`config.mk`:
```
export PLATFORM = sky130hd
export DESIGN_NAME = fsm_out_flat
export DESIGN_NICKNAME = d
export VERILOG_FILES = /design/src/rtl/switch_pkg.sv /design/src/rtl/fsm_out_if.sv /design/src/rtl/wdog_cnt_out.sv /design/src/rtl/fsm_out.sv /design/src/flat_wrapper.sv
export SDC_FILE = /design/constraint.sdc
export NUM_CORES = 1
export LEC_CHECK = 0
export CAP_MARGIN = 40
export CORE_ASPECT_RATIO = 0.7
export CORE_MARGIN = 3
export CORE_UTILIZATION = 44
export CTS_CLUSTER_DIAMETER = 50
export DETAILED_ROUTE_END_ITERATION = 10
export GPL_TIMING_DRIVEN = 0
export PLACE_DENSITY = 0.84
export SETUP_SLACK_MARGIN = 0.02
export SLEW_MARGIN = 20
export SYNTH_ARGS = -nofsm -noshare
export SYNTH_HDL_FRONTEND = slang
export SYNTH_HIERARCHICAL = 1
export SYNTH_SLANG_ARGS = --single-unit
```
`constraint.sdc`:
```
create_clock -name clk -period 2.05 [get_ports clk]
set_input_delay 0.5125 -clock clk [delete_from_list [all_inputs] [get_ports clk]]
set_output_delay 0.5125 -clock clk [all_outputs]
set_load 0.1 [all_outputs]
```
`src/rtl/switch_pkg.sv`:
```
// Shared switch-port definitions: frame marker, FSM state encoding
// and the layout of one port-FIFO entry.
package switch_pkg;

    localparam int DEF_W_WIDTH = 8;
    localparam int LAST_BIT    = DEF_W_WIDTH;

    localparam logic [7:0] SOF_BYTE = 8'hFF;

    typedef enum logic [2:0] {
        IDLE,
        SOF,
        ADDR,
        DATA,
        GAP,
        FLUSH
    } state_e;

    function automatic int last_bit_of(input int w);
        return w;
    endfunction

endpackage

```
`src/rtl/fsm_out_if.sv`:
```
// Egress port bundle: FIFO read side, downstream byte stream, control.
interface fsm_out_if #(
    parameter int W_WIDTH = 8
);
    logic               sw_en;
    logic [W_WIDTH-1:0] port_addr;
    logic               fifo_empty;
    logic [W_WIDTH:0]   fifo_rd_data;
    logic               fifo_rd_en;
    logic               port_read;
    logic [W_WIDTH-1:0] data_out;
    logic               out_valid;
    logic               out_frame;
    logic               frame_err;

    modport master (
        input  sw_en,
        input  port_addr,
        input  fifo_empty,
        input  fifo_rd_data,
        input  port_read,
        output fifo_rd_en,
        output data_out,
        output out_valid,
        output out_frame,
        output frame_err
    );

    modport slave (
        output sw_en,
        output port_addr,
        output fifo_empty,
        output fifo_rd_data,
        output port_read,
        input  fifo_rd_en,
        input  data_out,
        input  out_valid,
        input  out_frame,
        input  frame_err
    );

endinterface

```
`src/rtl/wdog_cnt_out.sv`:
```
// Saturating underflow watchdog: counts stalled cycles, flags expiry.
module wdog_cnt_out #(
    parameter int MAX = 16
) (
    input  logic clk,
    input  logic rst_n,
    input  logic clr,
    input  logic inc,
    output logic expire
);

    localparam int CW = $clog2(MAX + 1);

    logic [CW-1:0] cnt_q;
    logic [CW-1:0] cnt_d;

    assign expire = inc && (cnt_q == CW'(MAX - 1));

    always_comb begin
        cnt_d = cnt_q;
        if (clr) begin
            cnt_d = '0;
        end else if (inc && (cnt_q != CW'(MAX))) begin
            cnt_d = cnt_q + 1'b1;
        end
    end

    always_ff @(posedge clk or negedge rst_n) begin
        if (!rst_n) begin
            cnt_q <= '0;
        end else begin
            cnt_q <= cnt_d;
        end
    end

endmodule

```
`src/rtl/fsm_out.sv`:
```
// Egress framer: drains the port FIFO and emits SOF, address, payload
// downstream, with backpressure, underflow stall and watchdog abort.
module fsm_out
    import switch_pkg::*;
#(
    parameter int W_WIDTH  = DEF_W_WIDTH,
    parameter int WDOG_MAX = 16
) (
    input  logic     clk,
    input  logic     rst_n,
    fsm_out_if.master bus
);

    localparam int LB = last_bit_of(W_WIDTH);

    state_e             state_q;
    state_e             state_d;
    logic [W_WIDTH-1:0] data_q;
    logic [W_WIDTH-1:0] data_d;
    logic               valid_q;
    logic               valid_d;
    logic               frame_q;
    logic               frame_d;
    logic               err_q;
    logic               err_d;
    logic               last_q;
    logic               last_d;

    logic               rd_en;
    logic               xfer;
    logic               wd_clr;
    logic               wd_inc;
    logic               wd_exp;
    logic [W_WIDTH-1:0] head_byte;
    logic               head_last;

    assign head_byte = bus.fifo_rd_data[W_WIDTH-1:0];
    assign head_last = bus.fifo_rd_data[LB];
    assign xfer      = valid_q && bus.port_read;

    // Stalled only while no byte is pending and nothing can be popped.
    assign wd_inc = (state_q == DATA) && !valid_q && bus.fifo_empty;

    wdog_cnt_out #(
        .MAX(WDOG_MAX)
    ) u_wdog (
        .clk   (clk),
        .rst_n (rst_n),
        .clr   (wd_clr),
        .inc   (wd_inc),
        .expire(wd_exp)
    );

    always_comb begin
        state_d = state_q;
        data_d  = data_q;
        valid_d = valid_q;
        frame_d = frame_q;
        err_d   = 1'b0;
        last_d  = last_q;
        rd_en   = 1'b0;
        wd_clr  = 1'b1;
        unique case (state_q)
            IDLE: begin
                valid_d = 1'b0;
                frame_d = 1'b0;
                if (bus.sw_en && !bus.fifo_empty) begin
                    data_d  = W_WIDTH'(SOF_BYTE);
                    valid_d = 1'b1;
                    frame_d = 1'b1;
                    state_d = SOF;
                end
            end
            SOF: begin
                if (bus.port_read) begin
                    data_d  = bus.port_addr;
                    state_d = ADDR;
                end
            end
            ADDR: begin
                if (bus.port_read) begin
                    state_d = DATA;
                    if (!bus.fifo_empty) begin
                        rd_en  = 1'b1;
                        data_d = head_byte;
                        last_d = head_last;
                    end else begin
                        valid_d = 1'b0;
                    end
                end
            end
            DATA: begin
                wd_clr = 1'b0;
                if (xfer && last_q) begin
                    valid_d = 1'b0;
                    frame_d = 1'b0;
                    wd_clr  = 1'b1;
                    state_d = GAP;
                end else if (xfer || !valid_q) begin
                    if (!bus.fifo_empty) begin
                        rd_en   = 1'b1;
                        data_d  = head_byte;
                        last_d  = head_last;
                        valid_d = 1'b1;
                        wd_clr  = 1'b1;
                    end else begin
                        valid_d = 1'b0;
                        if (wd_exp) begin
                            err_d   = 1'b1;
                            frame_d = 1'b0;
                            wd_clr  = 1'b1;
                            state_d = FLUSH;
                        end
                    end
                end
            end
            FLUSH: begin
                valid_d = 1'b0;
                frame_d = 1'b0;
                if (!bus.fifo_empty) begin
                    rd_en = 1'b1;
                    if (head_last) begin
                        state_d = GAP;
                    end
                end
            end
            GAP: begin
                valid_d = 1'b0;
                frame_d = 1'b0;
                state_d = IDLE;
            end
            default: begin
                state_d = IDLE;
            end
        endcase
    end

    always_ff @(posedge clk or negedge rst_n) begin
        if (!rst_n) begin
            state_q <= IDLE;
            data_q  <= '0;
            valid_q <= 1'b0;
            frame_q <= 1'b0;
            err_q   <= 1'b0;
            last_q  <= 1'b0;
        end else begin
            state_q <= state_d;
            data_q  <= data_d;
            valid_q <= valid_d;
            frame_q <= frame_d;
            err_q   <= err_d;
            last_q  <= last_d;
        end
    end

    assign bus.fifo_rd_en = rd_en;
    assign bus.data_out   = data_q;
    assign bus.out_valid  = valid_q;
    assign bus.out_frame  = frame_q;
    assign bus.frame_err  = err_q;

endmodule

```
`src/flat_wrapper.sv`:
```
// flat-port wrapper written by rule: the top's interface ports become plain ports
module fsm_out_flat import switch_pkg::*;
#(
    parameter int W_WIDTH  = DEF_W_WIDTH,
    parameter int WDOG_MAX = 16
)
  (clk, rst_n, bus_sw_en, bus_port_addr, bus_fifo_empty, bus_fifo_rd_data, bus_port_read, bus_fifo_rd_en, bus_data_out, bus_out_valid, bus_out_frame, bus_frame_err);
  fsm_out_if #(.W_WIDTH(W_WIDTH)) bus_i ();
  input  logic clk;
  input  logic rst_n;
  input wire logic [$bits(bus_i.sw_en)-1:0] bus_sw_en;
  input wire logic [$bits(bus_i.port_addr)-1:0] bus_port_addr;
  input wire logic [$bits(bus_i.fifo_empty)-1:0] bus_fifo_empty;
  input wire logic [$bits(bus_i.fifo_rd_data)-1:0] bus_fifo_rd_data;
  input wire logic [$bits(bus_i.port_read)-1:0] bus_port_read;
  output wire logic [$bits(bus_i.fifo_rd_en)-1:0] bus_fifo_rd_en;
  output wire logic [$bits(bus_i.data_out)-1:0] bus_data_out;
  output wire logic [$bits(bus_i.out_valid)-1:0] bus_out_valid;
  output wire logic [$bits(bus_i.out_frame)-1:0] bus_out_frame;
  output wire logic [$bits(bus_i.frame_err)-1:0] bus_frame_err;
  assign bus_i.sw_en = bus_sw_en;
  assign bus_i.port_addr = bus_port_addr;
  assign bus_i.fifo_empty = bus_fifo_empty;
  assign bus_i.fifo_rd_data = bus_fifo_rd_data;
  assign bus_i.port_read = bus_port_read;
  assign bus_fifo_rd_en = bus_i.fifo_rd_en;
  assign bus_data_out = bus_i.data_out;
  assign bus_out_valid = bus_i.out_valid;
  assign bus_out_frame = bus_i.out_frame;
  assign bus_frame_err = bus_i.frame_err;
  fsm_out #(.W_WIDTH(W_WIDTH), .WDOG_MAX(WDOG_MAX)) u_core (.clk(clk), .rst_n(rst_n), .bus(bus_i));
endmodule
```
==> reports/summary.md, run 1 <==
The switching power was 1.94 mW; the measured slew at the worst slew-check pin was 0.376 ns. The final layout contains routed wiring with a total length of 4160 um. By area the synthesized netlist is led by dfrtp_1 (37%), mux2_2 (7.4%), o21ai_0 (4.8%), ha_1 (4.6%), a22oi_1 (4.4%).

Critical setup path kind: flop to primary output. The proportion of total power due to net switching is 0.478, and the clock latency at the later pin of the worst-skew pair is 0.27 ns. For the count of pins over their slew limit, the log shows 0. The fraction of the core area covered by cells at the end of the flow is 0.781, and the number of clock buffers inserted by TritonCTS is 3.

The reported max-cap violation count was 0. The clock passes through at most 2 buffers. Most frequent cell after synthesis: dfrtp_1. Buffers placed on the I/O ports in this run total 32. Ranked by instance count, the synthesized netlist is headed by dfrtp_1 (20), nor2_1 (15), nand2_1 (14).

The run gives 0.490 ns as the worst hold slack. The relative area change from synthesis to final layout is 65.3%, and the count of hold-fix buffers inserted at cts is 0. Dividing the detail-routed via count by the number of cells gives 5.56.

For the tightest slew margin relative to the limit, the log shows 0.743. The flip-flop cell with the highest count after synthesis was dfrtp_1. Dividing total power by cell area gives a power density of 1800 nW/um2. In the final timing run, aggregate negative setup slack is -0.0341 ns. For the post-layout worst setup margin, the log shows -0.0341 ns. The type of element capturing the critical path was a primary output. The nature of the critical path startpoint was a flop. The number of instances in the synthesized netlist is 144. The mapped netlist covers 1360 um2. The tools report the placed wire-length estimate after detailed placement as 2800 um. The run gives 0 as the DRC violation count after routing.

Yosys mapped the design onto 42 distinct sky130hd cell types. In this run the worst path has a maximum fanout of 8. For the clock network power share, the log shows 0.097. The number of nets at the end of the flow is 240, and the H-tree level count is 1. The sequential fraction of design power was 0.161. The count of cells along the worst hold path came out at 1. For the sequential element share of the synthesized area, the log shows 0.368. The design draws 4.06 mW. The logs give 0.472 for the initial core utilization and 0.480 GHz for the maximum achievable frequency. Number of enable flip-flop cells after synthesis: 0. The run finished, with violations left. The count of synthesis-stage warnings from yosys was 6. For the sum of overflow across all layers after global routing, the log shows 0. Setup repair after global routing could not meet its margin everywhere. The analysis attributes to cell leakage a power of 0.986 nW. The logs give 0 for the initial antenna violation count and 2880 um2 for the area of the placeable core.

The total of flip-flops plus latches after synthesis came out at 20. The logs give 1 for the count of final setup violators and 0.742 for the relative contribution of combinational cells to total power. The worst reg2reg path depth was 11; the first-pass GRT wire length was 5890 um.

Entering global routing, the biggest net connects 16 pins. The clock arrives with 0.00259 ns of skew. The checks that failed: setup timing. In this run the horizontal extent of the chip is 72.5 um. After layout, the minimum clock period comes to 2.08 ns.

The routed layout has 1,380 vias. The proportion of register bits with asynchronous set or reset after synthesis came out at 1.00. Fraction of final layout cells with drive strength greater than 1: 0.358.

TritonCTS built the clock tree. Data on the critical path is required at its endpoint by 1.54 ns. The synthesized area divided by synthesized cell count is 9.45 um2. The overall routing resource usage was 0.208; the height of the chip was 52.5 um.

The via count of the first global-routing pass is 1,235. Pin placement for this block handled 34 I/O pins. The die covers 3810 um2. For flop-to-flop paths, the worst setup slack is 0.06 ns. Final period utilization: 1.02.

Counting every sink on the clock net gives 20. After clock tree synthesis, the clock-pin slew on the worst setup and hold paths is 0.07 ns. The net count after synthesis is 171, and the proportion of netlist area held by the largest area contributor is 0.368.

In the final routed layout, each cell accounts on average for 16.8 um. The tools report the first-pass iteration count of the detailed router as 4. The worst hold path class was flop to flop. The count of nets left with antenna violations once routing finished came out at 0.

The worst supply voltage drop on vdd is 1.11 mV. The floorplan has 16 rows. Data arrives at the worst endpoint at 1.57 ns. The congestion estimate from routability-driven global placement came to 0.903. The tools report the internal power component as 2.12 mW.

The tools report the detailed router's first-iteration violation count as 109. CTS placed an instance of clkbuf_8 at the clock tree root. Of all cell types, the one taking the most synthesized area is dfrtp_1. 0 antenna diodes ended up in the layout.

Count of final hold-check violations: 0.
final timing paths:
| check | start | end |
|---|---|---|
| worst max-delay path | u_core/state_q[0]$_DFFE_PN0P_ | bus_fifo_rd_en |
| worst min-delay path | u_core/bus.out_frame$_DFFE_PN0P_ | u_core/bus.out_frame$_DFFE_PN0P_ |
| worst max register to register | u_core/state_q[2]$_DFFE_PN0P_ | u_core/u_wdog/cnt_q[0]$_DFFE_PN0P_ |
| worst min register to register | u_core/bus.out_frame$_DFFE_PN0P_ | u_core/bus.out_frame$_DFFE_PN0P_ |
| max in group asynchronous | rst_n | u_core/bus.data_out[5]$_DFFE_PN0P_ |
| min in group asynchronous | rst_n | u_core/last_q$_DFFE_PN0P_ |
metal layers:
metal,vias up,track usage,wire (um)
li1,654,-,-
met1,661,0.251,1650
met2,55,0.350,2190
met3,10,0.0536,238
met4,0,0.0920,72
met5,-,0,0
registers in the layout, indices dropped and copies added, names as in the netlist:
register	flops
u_core/bus.data_out	8
u_core/u_wdog/cnt_q	5
u_core/state_q	3
u_core/bus.frame_err	1
u_core/bus.out_frame	1
u_core/bus.out_valid	1
u_core/last_q	1
power by group through the flow:
stage | sequential, mW | combinational, mW | clock [mW]
2_1_floorplan | 1.32 | 1.10 | 0
3_3_place_gp | 0.644 | 2.20 | 0
3_5_place_dp | 0.656 | 2.64 | 0
4_1_cts | 0.647 | 2.73 | 0.400
5_1_grt | 0.667 | 3.16 | 0.424
6_report | 0.652 | 3.01 | 0.396
kinds of logic after synthesis:
| kind of cell | count (synthesis) | share of synthesized area |
|---|---|---|
| fa+ha+maj | 5 | 0.0460 |
| xor+xnor | 2 | 0.0129 |
| flops | 20 | 0.368 |
| mux | 10 | 0.0855 |
| buf+inv | 20 | 0.0708 |
| compound gates | 43 | 0.247 |
| simple gates | 44 | 0.170 |
cell type report:
class	count	area (um2)
multi-input combinational	104	820
timing repair buffer	65	684
fill	183	632
sequential	20	502
buffer	8	87.6
tap	36	45.0
clock buffer	3	41.3
inverter	11	41.3
clock inverter	1	30.0
through the flow:
stage	instance area (um2)	cells	setup WS, ns
finish	2250	248	-0.0341
global route	2250	248	-0.112
detailed placement	1980	225	-0.650
CTS	2090	230	-0.0120
global placement	1770	212	-1.04
floorplan	1410	144	-0.0197
placed cells by master, fill, tap and decap left out, types with 2 or more instances in the layout:
cell / count
o21bai_1: 2
buf_12: 2
clkdlybuf4s50_1: 29
ha_1: 4
o21ai_0: 13
xor2_1: 2
nand2_1: 14
buf_4: 21
a211oi_1: 2
nand3_1: 2
nor2_4: 2
buf_6: 4
clkbuf_8: 3
mux2_2: 9
buf_8: 10
inv_1: 10
nand3_4: 2
a22oi_1: 7
clkbuf_2: 3
nor2_1: 12
nor2b_1: 2
dfrtp_1: 19
o211ai_1: 2
critical path, stage by stage, from the launching register on:
cell and delay, ns:
dfrtp_1 0.37, buf_6 0.13, clkbuf_16 0.15, a22o_1 0.23, a22oi_2 0.21, nor2_4 0.05, buf_12 0.16
repair_timing:
action / in CTS / in global routing
setup endpoints to repair: 10 / 16
resized for setup: 8 / 9
buffers inserted: 2 / 19
pin swaps: 4 / 7
hold endpoints to repair: 0 / 0
Note: power is estimated with default switching activity, not from simulation.
==> inputs of run 2 (changes only) <==
REMOVE_ABC_BUFFERS = 1   (was unset)
==> run 2 against run 1 <==
Effect of this change: the flow now finishes without violations; cell area down 6.2%; hold slack got worse by 0.0028 ns; die area unchanged; routed wire length shrank 7.4%; fmax up 3.2%; clock power is essentially flat; non-clock buffer count shrank 11; critical path type is now flop to flop; highest routed layer unchanged.
==> reports/summary.md, run 2 (synthesis gave the netlist of run 1 again) <==
The flow ran to the end, and the final reports show no timing, DRC or antenna violations. The count of pins over their slew limit came out at 0 (unchanged). For the clock latency at the later pin of the worst-skew pair, the log shows 0.26 ns (was 0.27 ns).

Type of element capturing the critical path: a flop (was a primary output). The logs give 1,334 (was 1,380) for the via count and 2.20 ns (was 1.54 ns) for the required time reported for the critical path endpoint. The die boundary width came out at 72.5 um (unchanged).

Critical setup path kind: flop to flop (was flop to primary output). For the total wire length after detailed routing, the log shows 3850 um (was 4160 um). The clock root buffer was clkbuf_8 (unchanged). The tightest slew margin relative to the limit was 0.597 (was 0.743); the via count of the first global-routing pass was 1,269 (was 1,235). The post-CTS clock slew at the launch and capture registers of the worst setup and hold paths works out to 0.08 ns (was 0.07 ns).

The relative area change from synthesis to final layout is 55.1% (was 65.3%), and the initial antenna violation count is 0 (unchanged). The count of hold-fix buffers inserted at cts was 0 (unchanged). The logs give 2 (unchanged) for the maximum buffer depth of the clock tree and 34 (unchanged) for the I/O pin count.

The fraction of final layout cells with drive strength greater than 1 is 0.338 (was 0.358), and the count of final hold-check violations is 0 (unchanged). The tools report the area of the die as 3810 um2 (unchanged). The final clock skew came out at 0.00206 ns (was 0.00259 ns). The number of nets at the end of the flow is 229 (was 240).

The height of the chip is 52.5 um (unchanged). The number of clock buffers inserted by TritonCTS is 3 (unchanged), and the fill cell instance count of the final layout is 202 (was 183). The tools report the H-tree level count as 1 (unchanged). Most frequent cells in the layout: clkdlybuf4s50_1 (30), buf_4 (17), dfrtp_1 (16) (was clkdlybuf4s50_1 (29), buf_4 (21), dfrtp_1 (19)).

For the post-layout worst setup margin, the log shows 0.0296 ns (was -0.0341 ns). The count of final setup violators was 0 (was 1); the worst supply voltage drop on vdd was 1.21 mV (was 1.11 mV). The final period utilization is 0.986 (was 1.02), and the reported max-cap violation count is 0 (unchanged).

The via count normalized by instance count is 5.63 (was 5.56). The run gives 76 (was 109) as the detailed router's first-iteration violation count. For the initial core utilization, the log shows 0.472 (unchanged).

The run gives 16 (unchanged) as the number of rows created at floorplan. The sum of overflow across all layers after global routing is 0 (unchanged), and the overall routing resource usage is 0.211 (was 0.208). Setup repair after global routing could not meet its margin everywhere. The first-pass GRT wire length is 6200 um (was 5890 um), and the time the final worst path needs with I/O delays and setup is 2.02 ns (was 2.08 ns).

The number of flip-flops under the largest register name is 8 (unchanged). The placer's final routability congestion estimate was 0.867 (was 0.903). Maximum fanout along the worst path: 7 (was 8). The worst hold slack came out at 0.487 ns (was 0.490 ns).

Area of the placeable core: 2880 um2 (unchanged). The count of input and output buffers is 33 (was 32). The tools report the nature of the critical path startpoint as a flop (unchanged). TritonCTS built the clock tree. The total power divided by cell area was 1800 nW/um2 (about the same); the clock sink total was 20 (unchanged).

The run gives 4 (unchanged) as the first-pass iteration count of the detailed router. The tools report the post-placement setup slack as -0.905 ns (was -0.650 ns). Worst hold path class: flop to flop (unchanged).

The overall power after layout is 3.79 mW (was 4.06 mW), and the placed wire-length estimate after detailed placement is 2580 um (was 2800 um). The measured slew at the worst slew-check pin is 0.604 ns (was 0.376 ns), and the total inserted antenna cells is 0 (unchanged). The total negative slack for setup checks came out at 0 ns (was -0.0341 ns). The most common cell after layout, fill and taps aside is clkdlybuf4s50_1 (unchanged).

The maximum achievable frequency is 0.495 GHz (was 0.480 GHz), and the number of routed nets with antenna violations is 0 (unchanged). The detail-routed net length per standard cell came out at 16.2 um (was 16.8 um). For the DRC violation count after routing, the log shows 0 (unchanged).

The largest net degree at the start of global routing is 19 (was 16). The run gives 2.17 ns (was 1.57 ns) as the data arrival time of the critical path. The run gives 0.899 nW (was 0.986 nW) as the standby leakage power.
## run 2: report_power, final
part	switching [mW]	internal [mW]
logic	1.58	1.14
registers	0.137	0.546
clock network	0.136	0.261
## run 2: routing by layer
layer,track usage,part of all wire,vias to the layer above
met5,0,0,-
met4,0.0460,0.011,0
met3,0.0249,0.061,6
met2,0.358,0.51,60
met1,0.290,0.42,641
li1,-,-,627
## run 2: critical path: stages (launching register included)
cell and delay, ns:
dfrtp_2 0.45, nor2b_4 0.18, buf_4 0.13, nand3_2 0.11, nor2_4 0.14, and2_4 0.17, a211oi_2 0.04, o211ai_1 0.20
buf_4 0.18, nor2_1 0.05, mux2_4 0.26
## run 2: stage by stage
step,utilization,instance area (um2),std cells
after floorplan,-,1310,135
after global placement,0.583,1680,204
after CTS,0.714,2060,232
after detailed placement,0.651,1880,217
final,0.733,2110,237
after global routing,0.733,2110,237
## run 2: worst paths after layout
check	startpoint	end	slack [ns]	depth (start not counted)
hold / removal	u_core/bus.out_frame$_DFFE_PN0P_	u_core/bus.out_frame$_DFFE_PN0P_	0.49	1
min in group asynchronous	rst_n	u_core/bus.data_out[0]$_DFFE_PN0P_	0.55	1
hold reg to reg	u_core/bus.out_frame$_DFFE_PN0P_	u_core/bus.out_frame$_DFFE_PN0P_	0.49	1
setup / recovery	u_core/state_q[1]$_DFFE_PN0P_	u_core/u_wdog/cnt_q[0]$_DFFE_PN0P_	0.03	10
setup reg to reg	u_core/state_q[1]$_DFFE_PN0P_	u_core/u_wdog/cnt_q[0]$_DFFE_PN0P_	0.03	10
max in group asynchronous	rst_n	u_core/bus.out_valid$_DFFE_PN0P_	1.05	2
## run 2: repair_timing
| action | CTS | global route |
|---|---|---|
| setup endpoints to repair | 20 | 17 |
| pin swaps | 1 | 1 |
| resized for setup | 14 | 10 |
| setup buffers | 12 | 5 |
## run 2: area by class of cell
type | instances | area [um2] | area share
clock buffers | 3 | 41.3 | 0.0195
clock inverters | 1 | 30.0 | 0.0142
inverters | 11 | 41.3 | 0.0195
multi-input cells | 104 | 811 | 0.384
flip-flops and latches | 20 | 505 | 0.239
well taps | 36 | 45.0 | 0.0213
repair buffers | 62 | 638 | 0.302
==> inputs of run 3 (changes only) <==
--- a/config.mk
+++ b/config.mk
@@ -6,12 +6,12 @@
 export NUM_CORES = 1
 export LEC_CHECK = 0
-export CAP_MARGIN = 40
+export CAP_MARGIN = 20
 export CORE_ASPECT_RATIO = 0.7
 export CORE_MARGIN = 3
-export CORE_UTILIZATION = 44
+export CORE_UTILIZATION = 43
 export CTS_CLUSTER_DIAMETER = 50
 export DETAILED_ROUTE_END_ITERATION = 10
 export GPL_TIMING_DRIVEN = 0
-export PLACE_DENSITY = 0.84
+export PLACE_DENSITY = 0.83
 export REMOVE_ABC_BUFFERS = 1
 export SETUP_SLACK_MARGIN = 0.02
@@ -19,4 +19,3 @@
 export SYNTH_ARGS = -nofsm -noshare
 export SYNTH_HDL_FRONTEND = slang
-export SYNTH_HIERARCHICAL = 1
 export SYNTH_SLANG_ARGS = --single-unit
==> constraint.sdc (replaced) <==
create_clock -name clk -period 2.05 [get_ports clk]
set_input_delay 0.3075 -clock clk [delete_from_list [all_inputs] [get_ports clk]]
set_output_delay 0.3075 -clock clk [all_outputs]
set_load 0.1 [all_outputs]
==> run 3 against run 2 <==
Effect of this change: synthesized cell count fell by 7.6%; power fell by 24%; largest power group unchanged; routed wire length fell by 20%; critical path type is now flop to primary output; global-route usage fell by 3.8 points; combinational power fell by 33%; largest cell class unchanged.
==> reports/summary.md, run 3 <==
The area of the placeable core was 2840 um2 (was 2880 um2); the number of instances in the synthesized netlist was 133 (was 144). The logs give 0 (unchanged) for the initial antenna violation count and 0 (unchanged) for the DRC violation count after routing. The total inserted antenna cells is 0 (unchanged), and the data arrival time of the critical path is 1.67 ns (was 2.17 ns). The most frequent cell after synthesis was dfrtp_1 (unchanged). The fraction of final layout cells with drive strength greater than 1 works out to 0.205 (was 0.338).

The logs give 0.617 (was 0.733) for the fraction of the core area covered by cells at the end of the flow and 193 (was 217) for the number of cells after detailed placement. Total negative slack for setup checks: 0 ns (unchanged). Number of flip-flops under the largest register name: 8 (unchanged).

The clock latency at the later pin of the worst-skew pair is 0.26 ns (about the same). The final period utilization works out to 0.965 (was 0.986). The summed instance area of the synthesized netlist was 1300 um2 (was 1360 um2).

Proportion of netlist area held by the largest area contributor: 0.384 (was 0.368). The post-synthesis cell type with the largest combined area is dfrtp_1 (unchanged). The flip-flop cell with the highest count after synthesis was dfrtp_1 (unchanged). The I/O pin count is 34 (unchanged).

The run gives 0 (unchanged) as the count of final hold-check violations. Clock network power share: 0.135 (was 0.104). The die boundary width is 71.8 um (was 72.5 um). The run gives 0.630 (was 0.716) as the relative contribution of combinational cells to total power.

The proportion of register bits with asynchronous set or reset after synthesis works out to 1.00 (unchanged). The proportion of total power due to net switching came out at 0.519 (was 0.488). Number of enable flip-flop cells after synthesis: 0 (unchanged).

The detail-routed net length per standard cell is 15.3 um (was 16.2 um). The internal power component is 1.39 mW (was 1.94 mW), and the standby leakage power is 0.764 nW (was 0.899 nW). For the cell area after placement, the log shows 1630 um2 (was 1880 um2). For the maximum buffer depth of the clock tree, the log shows 2 (unchanged).

Most common library cells after synthesis: dfrtp_1 (20), nand2_1 (13), nor2_1 (11) (was dfrtp_1 (20), nor2_1 (15), nand2_1 (14)). The total of flip-flops plus latches after synthesis was 20 (unchanged); the first-pass GRT wire length was 5060 um (was 6200 um). The delay of the slowest critical-path stage was 0.90 ns (was 0.45 ns); the sum of overflow across all layers after global routing was 0 (unchanged). The final non-filler cell area is 1750 um2 (was 2110 um2), and the total wire length after detailed routing is 3080 um (was 3850 um). The slowest stage cell on the critical path is dlygate4sd2_1 (was dfrtp_2).

The clock sink total came out at 20 (unchanged). The clock root buffer was clkbuf_8 (unchanged). The required time reported for the critical path endpoint is 1.74 ns (was 2.20 ns), and the relative area change from synthesis to final layout is 34.6% (was 55.1%). The logs give 0.0102 ns (was 0.00206 ns) for the final clock skew and 2.89 mW (was 3.79 mW) for the overall power after layout.

The run gives 0.353 (was 0.597) as the tightest slew margin relative to the limit. The type of element capturing the critical path is a primary output (was a flop). The detailed router's first-iteration violation count came out at 109 (was 76). The tools report the count of placed standard cells in the final layout, fillers left out as 202 (was 237).

TritonCTS built the clock tree. The number of rows created at floorplan was 16 (unchanged); the initial core utilization was 0.458 (was 0.472). Cell-by-cell trace of the critical path: dlygate4sd2_1 (was nor2b_4, buf_4, nand3_2, nor2_4, and2_4, a211oi_2, o211ai_1, buf_4, nor2_1, mux2_4). The maximum achievable frequency was 0.506 GHz (was 0.495 GHz). The H-tree level count is 1 (unchanged), and the height of the chip is 52.0 um (was 52.5 um). The number of routed nets with antenna violations came out at 0 (unchanged). The measured slew at the worst slew-check pin is 0.974 ns (was 0.604 ns), and the time the final worst path needs with I/O delays and setup is 1.98 ns (was 2.02 ns). The total power divided by cell area works out to 1650 nW/um2 (was 1800 nW/um2). The via count is 1,120 (was 1,334).

The worst hold path class is flop to flop (unchanged). Sequential cell area in the final layout: 504 um2 (was 505 um2). Critical setup path kind: flop to primary output (was flop to flop). The run gives 3740 um2 (was 3810 um2) as the area of the die. The sequential fraction of design power is 0.236 (was 0.180), and the number of nets at the end of the flow is 192 (was 229). The via count normalized by instance count came out at 5.54 (was 5.63). The reported max-cap violation count came out at 0 (unchanged). The flop-to-flop setup slack is 0.12 ns (was 0.03 ns), and the count of synthesis-stage warnings from yosys is 0 (was 6). The tools report the sequential element share of the synthesized area as 0.384 (was 0.368). Most frequent cells in the layout: clkdlybuf4s50_1 (20), dfrtp_1 (17), nand2_1 (12) (was clkdlybuf4s50_1 (30), buf_4 (17), dfrtp_1 (16)).

The most common cell after layout, fill and taps aside was clkdlybuf4s50_1 (unchanged). Worst supply voltage drop on vdd: 0.795 mV (was 1.21 mV). The post-CTS clock slew at the launch and capture registers of the worst setup and hold paths came out at 0.07 ns (was 0.08 ns). The tools report the nature of the critical path startpoint as a flop (unchanged).

The category of cells accounting for the largest share of critical-path delay was buffers and inverters (was simple AND/OR/NAND/NOR gates). The run gives 227 (was 202) as the fill cell instance count of the final layout. The area of the multi-input gates was 738 um2 (was 811 um2). The tools report the via count of the first global-routing pass as 1,055 (was 1,269). The logs give 2310 um (was 2580 um) for the placed wire-length estimate after detailed placement and 0.928 (was 0.867) for the placer's final routability congestion estimate. The switching power came out at 1.50 mW (was 1.85 mW). The largest net degree at the start of global routing came out at 21 (was 19).

Top cells by area in the synthesized netlist: dfrtp_1 (38%), mux2_4 (9.2%), o22ai_1 (3.8%), nand2_1 (3.7%), nor2_1 (3.2%) (was dfrtp_1 (37%), mux2_2 (7.4%), o21ai_0 (4.8%), ha_1 (4.6%), a22oi_1 (4.4%)). The count of input and output buffers came out at 33 (unchanged). The run gives 4 (unchanged) as the first-pass iteration count of the detailed router. Combined buffer and inverter count along the critical path: 1 (was 2). The count of pins over their slew limit was 0 (unchanged). Setup repair after global routing could not meet its margin everywhere. The flow ran to the end, and the final reports show no timing, DRC or antenna violations. The overall routing resource usage came out at 0.173 (was 0.211).

Count of cell types in the netlist: 44 (was 42). Count of final setup violators: 0 (unchanged). The maximum fanout along the worst path was 10 (was 7). The synthesized area divided by synthesized cell count is 9.79 um2 (was 9.45 um2). The number of clock buffers inserted by TritonCTS is 3 (unchanged).
[run 3: cell count changes in the layout (fill, tap and decap cells not counted), sizes merged, moves of 3 or more]
cell	before	now
a21oi	1	5
a22oi	8	0
a311oi	0	3
buf	30	6
clkdlybuf4s50	30	20
dlygate4sd2	0	10
inv	11	8
nand2b	2	6
nor2	15	12
o21ai	13	4
o22ai	0	8
[run 3: path summary, 6_finish.rpt]
| check | startpoint | endpoint | cells past startpoint |
|---|---|---|---|
| setup / recovery | u_core.bus.out_valid$_DFFE_PN0P_ | bus_out_valid | 1 |
| hold / removal | u_core.bus.data_out[2]$_DFFE_PN0P_ | u_core.bus.data_out[2]$_DFFE_PN0P_ | 1 |
| setup reg to reg | u_core.u_wdog.cnt_q[0]$_DFFE_PN0P_ | u_core.u_wdog.cnt_q[2]$_DFFE_PN0P_ | 7 |
| hold reg to reg | u_core.bus.data_out[2]$_DFFE_PN0P_ | u_core.bus.data_out[2]$_DFFE_PN0P_ | 1 |
| max in group asynchronous | rst_n | u_core.state_q[0]$_DFFE_PN0P_ | 1 |
| min in group asynchronous | rst_n | u_core.bus.data_out[4]$_DFFE_PN0P_ | 1 |
[run 3: logic make-up (layout without fill, tap and decap cells)]
kind of cell / after synthesis / in the layout / share of synthesized area
DFF: 20 / 20 / 0.384
xor gates and xnor gates: 2 / 2 / 0.0135
adders and majority gates: 3 / 3 / 0.0288
muxes: 10 / 10 / 0.109
and+or+nand+nor: 46 / 46 / 0.184
AOI/OAI and AO/OA: 35 / 35 / 0.217
buffers and inverters: 17 / 50 / 0.0634
[run 3: repair_timing]
action / in CTS / in global routing
hold buffers: 0 / 0
buffers inserted: 0 / 5
setup endpoints to repair: 11 / 12
pin swaps: 0 / 1
resized for setup: 20 / 7
[run 3: area by class of cell]
cell class | count | area share
Tap cell | 36 | 0.0257
Clock inverter | 1 | 0.0171
Timing Repair Buffer | 38 | 0.206
Sequential cell | 20 | 0.288
Clock buffer | 3 | 0.0236
Inverter | 8 | 0.0186
Multi-Input combinational cell | 96 | 0.421
[run 3: layer usage]
metal / GRT usage / vias up / part of all wire
met4: 0.0250 / 0 / 0.0042
li1: - / 547 / -
met3: 0.0386 / 2 / 0.029
met1: 0.237 / 546 / 0.47
met5: 0 / - / 0
met2: 0.285 / 25 / 0.50
[run 3: power by group through the flow]
stage	Combinational [mW]	Clock, mW	Sequential, mW
floorplan	0.769	0	1.30
global placement	1.75	0	0.686
detailed placement	1.78	0	0.695
CTS	1.73	0.401	0.689
global route	1.93	0.413	0.708
finish	1.82	0.391	0.682
[run 3: through the flow]
| stage | hold slack, ns | setup slack, ns |
|---|---|---|
| 6_report | 0.507 | 0.0723 |
| 5_1_grt | 0.533 | 0.00472 |
| 3_3_place_gp | 0.493 | -0.829 |
| 2_1_floorplan | 0.0119 | -0.686 |
| 3_5_place_dp | 0.496 | -0.831 |
| 4_1_cts | 0.507 | 0.0237 |
